**src/rtl/alu_arbiter.sv**
```systemverilog
// ---------------------------------------------------------------------------
// alu_arbiter
// Arbitrates two requesters onto one shared external 4-bit combinational ALU.
// Each operation takes IDLE (grant) -> EXEC (ALU evaluates) -> RESP (pulse).
//
// Parameters
//   RR_EN        1 = round-robin on contention, 0 = requester 0 always wins
// Ports
//   clk, rst                       clock, async active-high reset
//   reqN_valid/a/b/sel             requester N operation (N = 0, 1)
//   reqN_ready                     requester N accepted this cycle (comb.)
//   rsp0_valid, rsp1_valid         one-cycle response pulse per requester
//   rsp_y, rsp_err                 shared result / illegal-opcode flag
//   alu_a, alu_b, alu_sel, alu_y   external ALU operands and result
//   busy                           state is not IDLE
//   op_count                       completed responses, wraps at 256
// ---------------------------------------------------------------------------
module alu_arbiter #(
  parameter bit RR_EN = 1'b1
) (
  input  logic       clk,
  input  logic       rst,
  input  logic       req0_valid,
  input  logic [3:0] req0_a,
  input  logic [3:0] req0_b,
  input  logic [2:0] req0_sel,
  output logic       req0_ready,
  input  logic       req1_valid,
  input  logic [3:0] req1_a,
  input  logic [3:0] req1_b,
  input  logic [2:0] req1_sel,
  output logic       req1_ready,
  output logic       rsp0_valid,
  output logic       rsp1_valid,
  output logic [3:0] rsp_y,
  output logic       rsp_err,
  output logic [3:0] alu_a,
  output logic [3:0] alu_b,
  output logic [2:0] alu_sel,
  input  logic [3:0] alu_y,
  output logic       busy,
  output logic [7:0] op_count
);

  typedef enum logic [1:0] {
    ST_IDLE = 2'd0,
    ST_EXEC = 2'd1,
    ST_RESP = 2'd2
  } state_t;

  state_t     r_state;
  state_t     w_next_state;
  logic       w_grant;
  logic       w_gnt_id;
  logic       w_illegal;
  logic       r_last_grant;
  logic       r_gnt_id;
  logic [3:0] r_alu_a;
  logic [3:0] r_alu_b;
  logic [2:0] r_alu_sel;
  logic [3:0] r_y;
  logic       r_err;
  logic       r_rsp0;
  logic       r_rsp1;
  logic [7:0] r_count;

  // Opcodes 101..111 are illegal.
  assign w_illegal = (r_alu_sel > 3'd4);

  // State register.
  always_ff @(posedge clk or posedge rst) begin
    if (rst) begin
      r_state <= ST_IDLE;
    end else begin
      r_state <= w_next_state;
    end
  end

  // Arbitration, next-state decode and combinational ready outputs.
  always_comb begin
    w_next_state = r_state;
    w_grant      = 1'b0;
    w_gnt_id     = 1'b0;
    req0_ready   = 1'b0;
    req1_ready   = 1'b0;
    // Contention under round-robin goes to whoever did not win last time;
    // otherwise requester 0 wins if valid, else requester 1.
    if (RR_EN && req0_valid && req1_valid) begin
      w_gnt_id = ~r_last_grant;
    end else begin
      w_gnt_id = ~req0_valid;
    end
    case (r_state)
      ST_IDLE: begin
        if (req0_valid || req1_valid) begin
          w_grant      = 1'b1;
          req0_ready   = ~w_gnt_id;
          req1_ready   = w_gnt_id;
          w_next_state = ST_EXEC;
        end else begin
          w_next_state = ST_IDLE;
        end
      end
      ST_EXEC: w_next_state = ST_RESP;
      ST_RESP: w_next_state = ST_IDLE;
      default: w_next_state = ST_IDLE;
    endcase
  end

  // Operand capture on grant, result capture in EXEC, response and counter.
  always_ff @(posedge clk or posedge rst) begin
    if (rst) begin
      r_last_grant <= 1'b1;
      r_gnt_id     <= 1'b0;
      r_alu_a      <= 4'd0;
      r_alu_b      <= 4'd0;
      r_alu_sel    <= 3'd0;
      r_y          <= 4'd0;
      r_err        <= 1'b0;
      r_rsp0       <= 1'b0;
      r_rsp1       <= 1'b0;
      r_count      <= 8'd0;
    end else begin
      if (w_grant) begin
        r_gnt_id     <= w_gnt_id;
        r_last_grant <= w_gnt_id;
        r_alu_a      <= w_gnt_id ? req1_a   : req0_a;
        r_alu_b      <= w_gnt_id ? req1_b   : req0_b;
        r_alu_sel    <= w_gnt_id ? req1_sel : req0_sel;
      end
      // Result and flag change only when a response is about to be issued,
      // so they hold their last value between pulses.
      if (r_state == ST_EXEC) begin
        r_y   <= w_illegal ? 4'd0 : alu_y;
        r_err <= w_illegal;
      end
      r_rsp0 <= (r_state == ST_EXEC) && !r_gnt_id;
      r_rsp1 <= (r_state == ST_EXEC) &&  r_gnt_id;
      if (r_state == ST_RESP) begin
        r_count <= r_count + 8'd1;
      end
    end
  end

  assign alu_a      = r_alu_a;
  assign alu_b      = r_alu_b;
  assign alu_sel    = r_alu_sel;
  assign rsp_y      = r_y;
  assign rsp_err    = r_err;
  assign rsp0_valid = r_rsp0;
  assign rsp1_valid = r_rsp1;
  assign op_count   = r_count;
  assign busy       = (r_state != ST_IDLE);

endmodule

```
**config.mk**
```make
export PLATFORM = sky130hd
export DESIGN_NAME = alu_arbiter
export DESIGN_NICKNAME = d
export VERILOG_FILES = /design/src/rtl/alu_arbiter.sv
export SDC_FILE = /design/constraint.sdc
export NUM_CORES = 1
export LEC_CHECK = 0
export ABC_AREA = 1
export BUFFER_PORTS_ARGS = -buffer_cell sky130_fd_sc_hd__buf_4
export CAP_MARGIN = 20
export CORE_UTILIZATION = 47
export CTS_CLUSTER_SIZE = 20
export DETAILED_ROUTE_END_ITERATION = 6
export HOLD_SLACK_MARGIN = 0.1
export PLACE_DENSITY_LB_ADDON = 0.15
export SYNTH_ARGS = -nofsm -noshare
export SYNTH_HDL_FRONTEND = slang
export SYNTH_SLANG_ARGS = --single-unit
```
**constraint.sdc**
```tcl
create_clock -name clk -period 1.7 [get_ports clk]
set_input_delay 0.34 -clock clk [delete_from_list [all_inputs] [get_ports clk]]
set_output_delay 0.34 -clock clk [all_outputs]
set_load 0.01 [all_outputs]
```
**After elaboration in Yosys (flattened, before gate mapping)**

Index checks and enable logic that the tools add are counted.

- Add/subtract/negate cells: 1
- Magnitude comparators: 1
- Eq/ne operators: 2
- Muxes and demuxes: 13
- Bitwise gates (word level): 3
- Reductions and logical operators: 7

Operator list:

| cell | number |
|---|---|
| $mux W4 | 3 |
| $add A8 B1 Y8 const B | 1 |
| $mux W1 | 8 |
| $pmux W2 S2 | 1 |
| $gt A3 B3 Y1 const B | 1 |
| $logic_and A1 B1 Y1 | 3 |
| $mux W3 | 1 |
| $not A1 Y1 | 3 |
| $eq A2 B1 Y1 const B | 1 |
| $eq A2 B2 Y1 const B | 1 |
| $logic_not A2 Y1 | 1 |
| $reduce_bool A2 Y1 | 1 |
| $logic_not A1 Y1 | 1 |
| $logic_or A1 B1 Y1 | 1 |

- Register bits: 30
- Bits of input ports: 30
- Output and inout bits: 29
- Logic and storage cells: 38

**Depth between registers and ports, before layout**

Gate-level depths: netlist of run 1.

- Depth in word-level cells: 5
- Depth in mapped cells: 7
- Mapped depth without buffers: 7

**Least setup slack after synthesis of run 1**

No wires, ideal clock.

- Path kind: register to output
- From: register r_last_grant
- To: output req0_ready
- Arrival: 1,020 ps
- Data required time: 1,360 ps
- Setup slack: 340 ps
- Cell stages (with the launch flop): 6
- Buffers on the path: 1
- Cells stage by stage: dfstp_2 > inv_1 > nand2_1 > nand2_1 > buf_2 > nor2_1

- Cells in the longest elaborated chain, start to end: 5

RTL lines:

| what | line | text |
|---|---|---|
| from (decl) | 56 | `logic r_last_grant;` |
| from (signal assigned) | 126 | `r_last_grant <= w_gnt_id;` |
| $not A1 Y1 | 89 | `w_gnt_id = ~r_last_grant;` |
| $mux W1 | 88 | `if (RR_EN && req0_valid && req1_valid) begin` |
| $not A1 Y1 | 97 | `req0_ready = ~w_gnt_id;` |
| $mux W1 | 95 | `if (req0_valid \|\| req1_valid) begin` |
| $mux W1 | 93 | `case (r_state)` |
| to (decl) | 27 | `output logic req0_ready,` |

Every way passes these cells.

**Worst setup path in the final report of run 1**

Ends and elaborated chain as after synthesis.

==> results_dict.tcl, run 1 <==
set metrics [dict create \
    whs_ns 0.209 \
    worstPathArrival_ns 1.30 \
    fmax_mhz 611 \
    hp-class "in2reg" \
    syn-num-nets 199 \
    p_leak_nw 1.10 \
    synth_edf_count 0 \
    peakVddDrop_mv 1.32 \
    whs_endpoint "rsp_y[0]" \
    fin_skew_ns 0.00562 \
    final_common_cell "buf_4" \
    hold_viol_final 0 \
    drc 0 \
    worstHoldStart "alu_y[0]" \
    syn_inst 168 \
    setup_viol 0 \
    cts_tree "done" \
    diodes 0 \
    r2r-start "r_state[1]" \
    vias_per_cell 4.66 \
    synth_async_sr_flop_share 1.00 \
    period_share 0.963 \
    synthFlopType "dfrtp_1" \
    slew_headroom 0.751 \
    yosysTopAreaCellShare 0.520 \
    max-cap-violations 0 \
    io_buffers 58 \
    antenna_found_initial 0 \
    final_util 0.703 \
    cts_made_buffers 5 \
    ys_seq_area_frac 0.539 \
    tightestPinTransition_ns 0.373 \
    synth-seq-cells 30 \
    reg2reg_depth 7 \
    placedCellCount 255 \
    root_buffer "clkbuf_4" \
    critical_path_class "reg2out" \
    slew_viol_final 0 \
    multi_input_area_um2 532 \
    clockBufferDepth 2 \
    routed_wl_um 2870 \
    die_x_um 56.5 \
    cp_max_fo 3 \
    rows 19 \
    grt_pass1_vias 1151 \
    synth.distinct_cells 23 \
    nNetsFinal 264 \
    yosysTopAreaCell "dfrtp_1" \
    grt_pass1_wl_um 4940 \
    die_h_um 56.5 \
    ctsHtreeMaxLevel 2 \
    power.density_mw_per_mm2 1680 \
    dp_hpwl_um 2180 \
    globalplace.congestion 0.750 \
    track_usage 0.199 \
    antenna_left 0 \
    grt_max_degree 31 \
    synth.area.top_cells "dfrtp_1, nand2_1, inv_1, nor2_1, o21ai_1" \
    power_mw 3.29 \
    required_ns 1.36 \
    core-area_mm2 0.00278 \
    layoutNonFillerInstCount 265 \
    endpoint_kind "primary output" \
    post_drt_wl_per_cell_um 10.8 \
    drt_iter0_drc 33 \
    syn_area_mm2 0.00140 \
    tns_ns 0 \
    layout_common_cells "buf_4, nand2_1, dfrtp_1" \
    fin_crit_ns 1.64 \
    nFillCells 226 \
    drt_pass1_iterations 4 \
    synth_area_per_cell_um2 8.31 \
    clk_latency_ns 0.32 \
    r2r_end "alu_a[1]" \
    syn2layout_area_growth_pct 40.0 \
    clock_sinks 30 \
    die_area_mm2 0.00319 \
    start_util 0.502 \
    grt-ovfl-total 0 \
    drive_gt1_frac 0.363 \
    yosysWarningCount 0 \
    clkTransAtPathRegs_ns 0.10 \
    vias 1234 \
    regToRegSetupSlack_ns 0.41 \
    io-pin-count 59 \
    status "finished, final reports clean" \
    seqCellArea_um2 752 \
    worst_setup_path_start_kind "flop" \
    min_delay_path_depth 3 \
]
==> power by group <==
part	switching, mW	leakage (nW)	internal (mW)	total [mW]
Sequential	0.218	0.373	1.04	1.26
Combinational	0.778	0.679	0.704	1.48
Clock	0.246	0.0450	0.304	0.551
Total	1.24	1.10	2.05	3.29
==> how the worst max path moves through the flow <==
stage                 startpoint         end  slack (ns)  cells after the start
finish              r_last_grant  req0_ready        0.06                      5
global route        r_last_grant  req0_ready       -0.02                      5
CTS                 r_last_grant  req1_ready        0.03                      6
detailed placement    r_state[1]  req1_ready        0.28                      6
global placement      req1_valid  req1_ready        0.31                      6
floorplan           r_last_grant  req0_ready        0.34                      5
==> repair_timing <==
| item | 4_1_cts | 5_1_grt |
|---|---|---|
| gates resized for setup | 0 | 3 |
| buffers inserted | 1 | 0 |
| hold buffers | 1 | 0 |
| endpoints found under the hold margin | 29 | 0 |
| pin swaps | 1 | 1 |
| endpoints found under the setup margin | 1 | 2 |
==> cell type report <==
type                       count  share of cell area
clock buffer                   5              0.0192
sequential                    30               0.385
tap                           31              0.0198
multi-input combinational    111               0.272
timing repair buffer          62               0.239
inverter                      23              0.0442
clock inverter                 3              0.0205
==> logic make-up after synthesis <==
group	Yosys count	synth area share
fa+ha+maj	1	0.00896
xor+xnor	5	0.0314
simple gates	90	0.277
compound gates	14	0.0520
flops	30	0.539
buf+inv	27	0.0842
mux	1	0.00806
==> registers in the layout, indices dropped and copies added, names as in the netlist <==
register and count:
r_gnt_id 1, rsp_y 4, r_last_grant 1, alu_sel 3
op_count 8, rsp1_valid 1, alu_a 4, rsp0_valid 1
r_state 2, rsp_err 1, alu_b 4
==> cells in the mapped netlist (2+ instances only) <==
library cell,count
buf_4,2
o21ai_0,2
inv_2,4
xor2_1,3
nand3_1,2
o21ai_1,11
nor2_1,18
dfrtp_1,29
xnor2_1,2
nand2_1,61
nor2_2,4
inv_1,19
==> routing by layer <==
metal,track usage,share of wire,vias up
li1,-,-,634
met1,0.244,0.41,564
met2,0.329,0.53,34
met3,0.0714,0.052,2
met4,0.0557,0.0066,0
met5,0,0,-
==> critical path, stage by stage (launching register included) <==
cell	delay (ns)
dfstp_2	0.52
inv_1	0.04
nand2_1	0.07
nand2_2	0.07
nor2_1	0.13
buf_4	0.14
==> per-stage QoR <==
step | worst slack (ns) | area [um2]
3_5_place_dp | 0.282 | 1850
4_1_cts | 0.0283 | 1950
6_report | 0.0630 | 1950
2_1_floorplan | 0.340 | 1400
5_1_grt | -0.0191 | 1950
3_3_place_gp | 0.314 | 1850
(Power assumes the default switching activity.)
==> inputs of run 2 (changes only) <==
- CORE_UTILIZATION: 47 -> 42
- clock period: 1.7 -> 1.3 ns (I/O delays scaled with it)
==> run 2 against run 1 <==
Against the previous run: sequential cell count unchanged; non-clock buffer count grew 8; sequential power up 31%; cell count rose by 7.9%; worst setup slack lost 0.27 ns; register-to-register slack lost 0.49 ns; sequential share of layout area down 3.0 points; clock-buffer cell count rose by 2; combinational power increased by 50%; critical path depth grew 1; the flow now finishes with violations (setup timing).
==> results_dict.tcl, run 2 (same netlist as run 1, synthesis figures left out) <==
set metrics [dict create \
    clkPwrFrac 0.130 \
    core-area_mm2 0.00310 \
    netSwitchingFraction 0.389 \
    antenna_left 0 \
    vias 1292 \
    rsz0062_at_grt "true" \
    antenna_found_initial 0 \
    clk_latency_ns 0.32 \
    cts_made_buffers 5 \
    routed_wl_um 3350 \
    start_util 0.450 \
    diodes 0 \
    top_layer "met4" \
    syn2layout_area_growth_pct 52.0 \
    vias_per_cell 4.52 \
    largest_reg_flops 8 \
    slew_headroom 0.738 \
    required_ns 1.04 \
    peakVddDrop_mv 1.06 \
    status "complete, but fails checks" \
    fin_crit_ns 1.51 \
    seqPwrFrac 0.371 \
    crit_slowest_cell "dfstp_2" \
    power_switching_mw 1.73 \
    hold_viol_final 0 \
    worstPathArrival_ns 1.25 \
    worstPathCellList "inv_2 -> nand2_2 -> nand2_4 -> nand2_2 -> inv_2 -> buf_6" \
    ctsHtreeMaxLevel 2 \
    clkTransAtPathRegs_ns 0.09 \
    io_buffers 58 \
    die_h_um 59.7 \
    cts_tree "done" \
    die_x_um 59.7 \
    max-cap-violations 0 \
    placedCellCount 271 \
    nNetsFinal 272 \
    cp_max_fo 3 \
    power.density_mw_per_mm2 2100 \
    drt-met1-wl_um 1370 \
    drc 0 \
    comb_power_share 0.499 \
    drt_iter0_drc 42 \
    period_share 1.16 \
    post_drt_wl_per_cell_um 11.7 \
    drive_gt1_frac 0.455 \
    p_int_mw 2.72 \
    endpoint_kind "primary output" \
    layout_setup_ws_ns -0.212 \
    grt-ovfl-total 0 \
    grt_pass1_wl_um 5330 \
    die_area_mm2 0.00356 \
    final_common_cell "buf_4" \
    setup_viol 13 \
    r2r-start "r_last_grant" \
    drt_pass1_iterations 4 \
    cp_num_buf_inv 3 \
    violations "setup timing" \
    fmax_mhz 661 \
    tightestPinTransition_ns 0.393 \
    io-pin-count 59 \
    critical_path_class "reg2out" \
    clock_sinks 30 \
    track_usage 0.210 \
    max_stage_delay_ns 0.54 \
    clockBufferDepth 2 \
    grt_pass1_vias 1243 \
    worst_setup_path_start_kind "flop" \
    place_area_mm2 0.00189 \
    fin_skew_ns 0.00223 \
    design_area_mm2 0.00212 \
    rows 20 \
    startpoint "r_last_grant" \
    layout_common_cells "buf_4, nand2_1, dfrtp_1" \
    dp_hpwl_um 2310 \
    globalplace.congestion 0.772 \
    grt_max_degree 31 \
    pre_cts_ws_ns 0.0375 \
    p_leak_nw 1.16 \
    wl_met3_um 186 \
    hp-class "in2reg" \
    dr_wl_met2_um 1770 \
    slew_viol_final 0 \
    worstHoldStart "alu_y[1]" \
    root_buffer "clkbuf_4" \
    cpLargestDelayFamily "flip-flops" \
    layoutNonFillerInstCount 286 \
    power_mw 4.45 \
]
==> run 2: changes by cell type in the layout (fill, tap and decap cells not counted), moves of 3 or more <==
cell and delta:
buf_6 +4, nand2_2 +10, nor2_1 -3, nand2_1 -13, nand2_4 +3
==> run 2: path summary, 6_finish.rpt <==
| check | end | slack [ns] | cells past startpoint |
|---|---|---|---|
| max in group asynchronous | r_last_grant | 0.40 | 4 |
| worst max register to register | alu_a[3] | -0.08 | 9 |
| min in group asynchronous | rsp_err | 0.58 | 4 |
| worst min-delay path | rsp_y[1] | 0.13 | 3 |
| worst max-delay path | req1_ready | -0.21 | 6 |
| worst min register to register | rsp0_valid | 0.43 | 1 |
==> run 2: area by class of cell <==
| class | count | area (um2) |
|---|---|---|
| Fill cell | 284 | 981 |
| Sequential cell | 30 | 752 |
| Multi-Input combinational cell | 111 | 596 |
| Timing Repair Buffer | 70 | 573 |
| Inverter | 23 | 86.3 |
| Clock buffer | 7 | 55.1 |
| Tap cell | 44 | 55.1 |
| Clock inverter | 1 | 5.00 |
==> run 2: per-stage QoR <==
| step | TNS (ns) | hold slack [ns] | utilization |
|---|---|---|---|
| global placement | 0 | 0.360 | 0.610 |
| global route | -2.05 | 0.106 | 0.684 |
| detailed placement | 0 | 0.370 | 0.610 |
| finish | -1.08 | 0.126 | 0.684 |
| floorplan | 0 | 0.350 | - |
| CTS | -0.410 | 0.120 | 0.644 |
==> run 2: power by group through the flow <==
stage	combinational, mW	clock (mW)	sequential, mW
after detailed placement	1.98	0	1.66
after global placement	1.93	0	1.63
after CTS	2.08	0.591	1.65
final	2.22	0.577	1.65
after floorplan	0.954	0	1.78
after global routing	2.45	0.640	1.70
==> run 2: worst reg2reg max path, stage by stage, from the launching register on <==
cell	delay (ns)
dfstp_2	0.54
inv_2	0.04
nand2_2	0.07
nand2_4	0.05
buf_4	0.13
buf_6	0.12
clkbuf_16	0.16
nand2_2	0.05
nand2_1	0.04
o21ai_1	0.11
==> run 2: layer usage <==
layer / global-route usage / vias up
li1: - / 649
met1: 0.233 / 599
met2: 0.370 / 42
met3: 0.0714 / 2
met4: 0.0797 / 0
met5: 0 / -
==> run 2: timing repair <==
item                                   in CTS  in global routing
endpoints found under the hold margin      29                  0
cloned                                      0                  1
setup endpoints to repair                   3                 14
hold buffers                                1                  0
setup buffers                               2                  3
pin swaps                                   5                 10
gates resized for setup                     8                 24
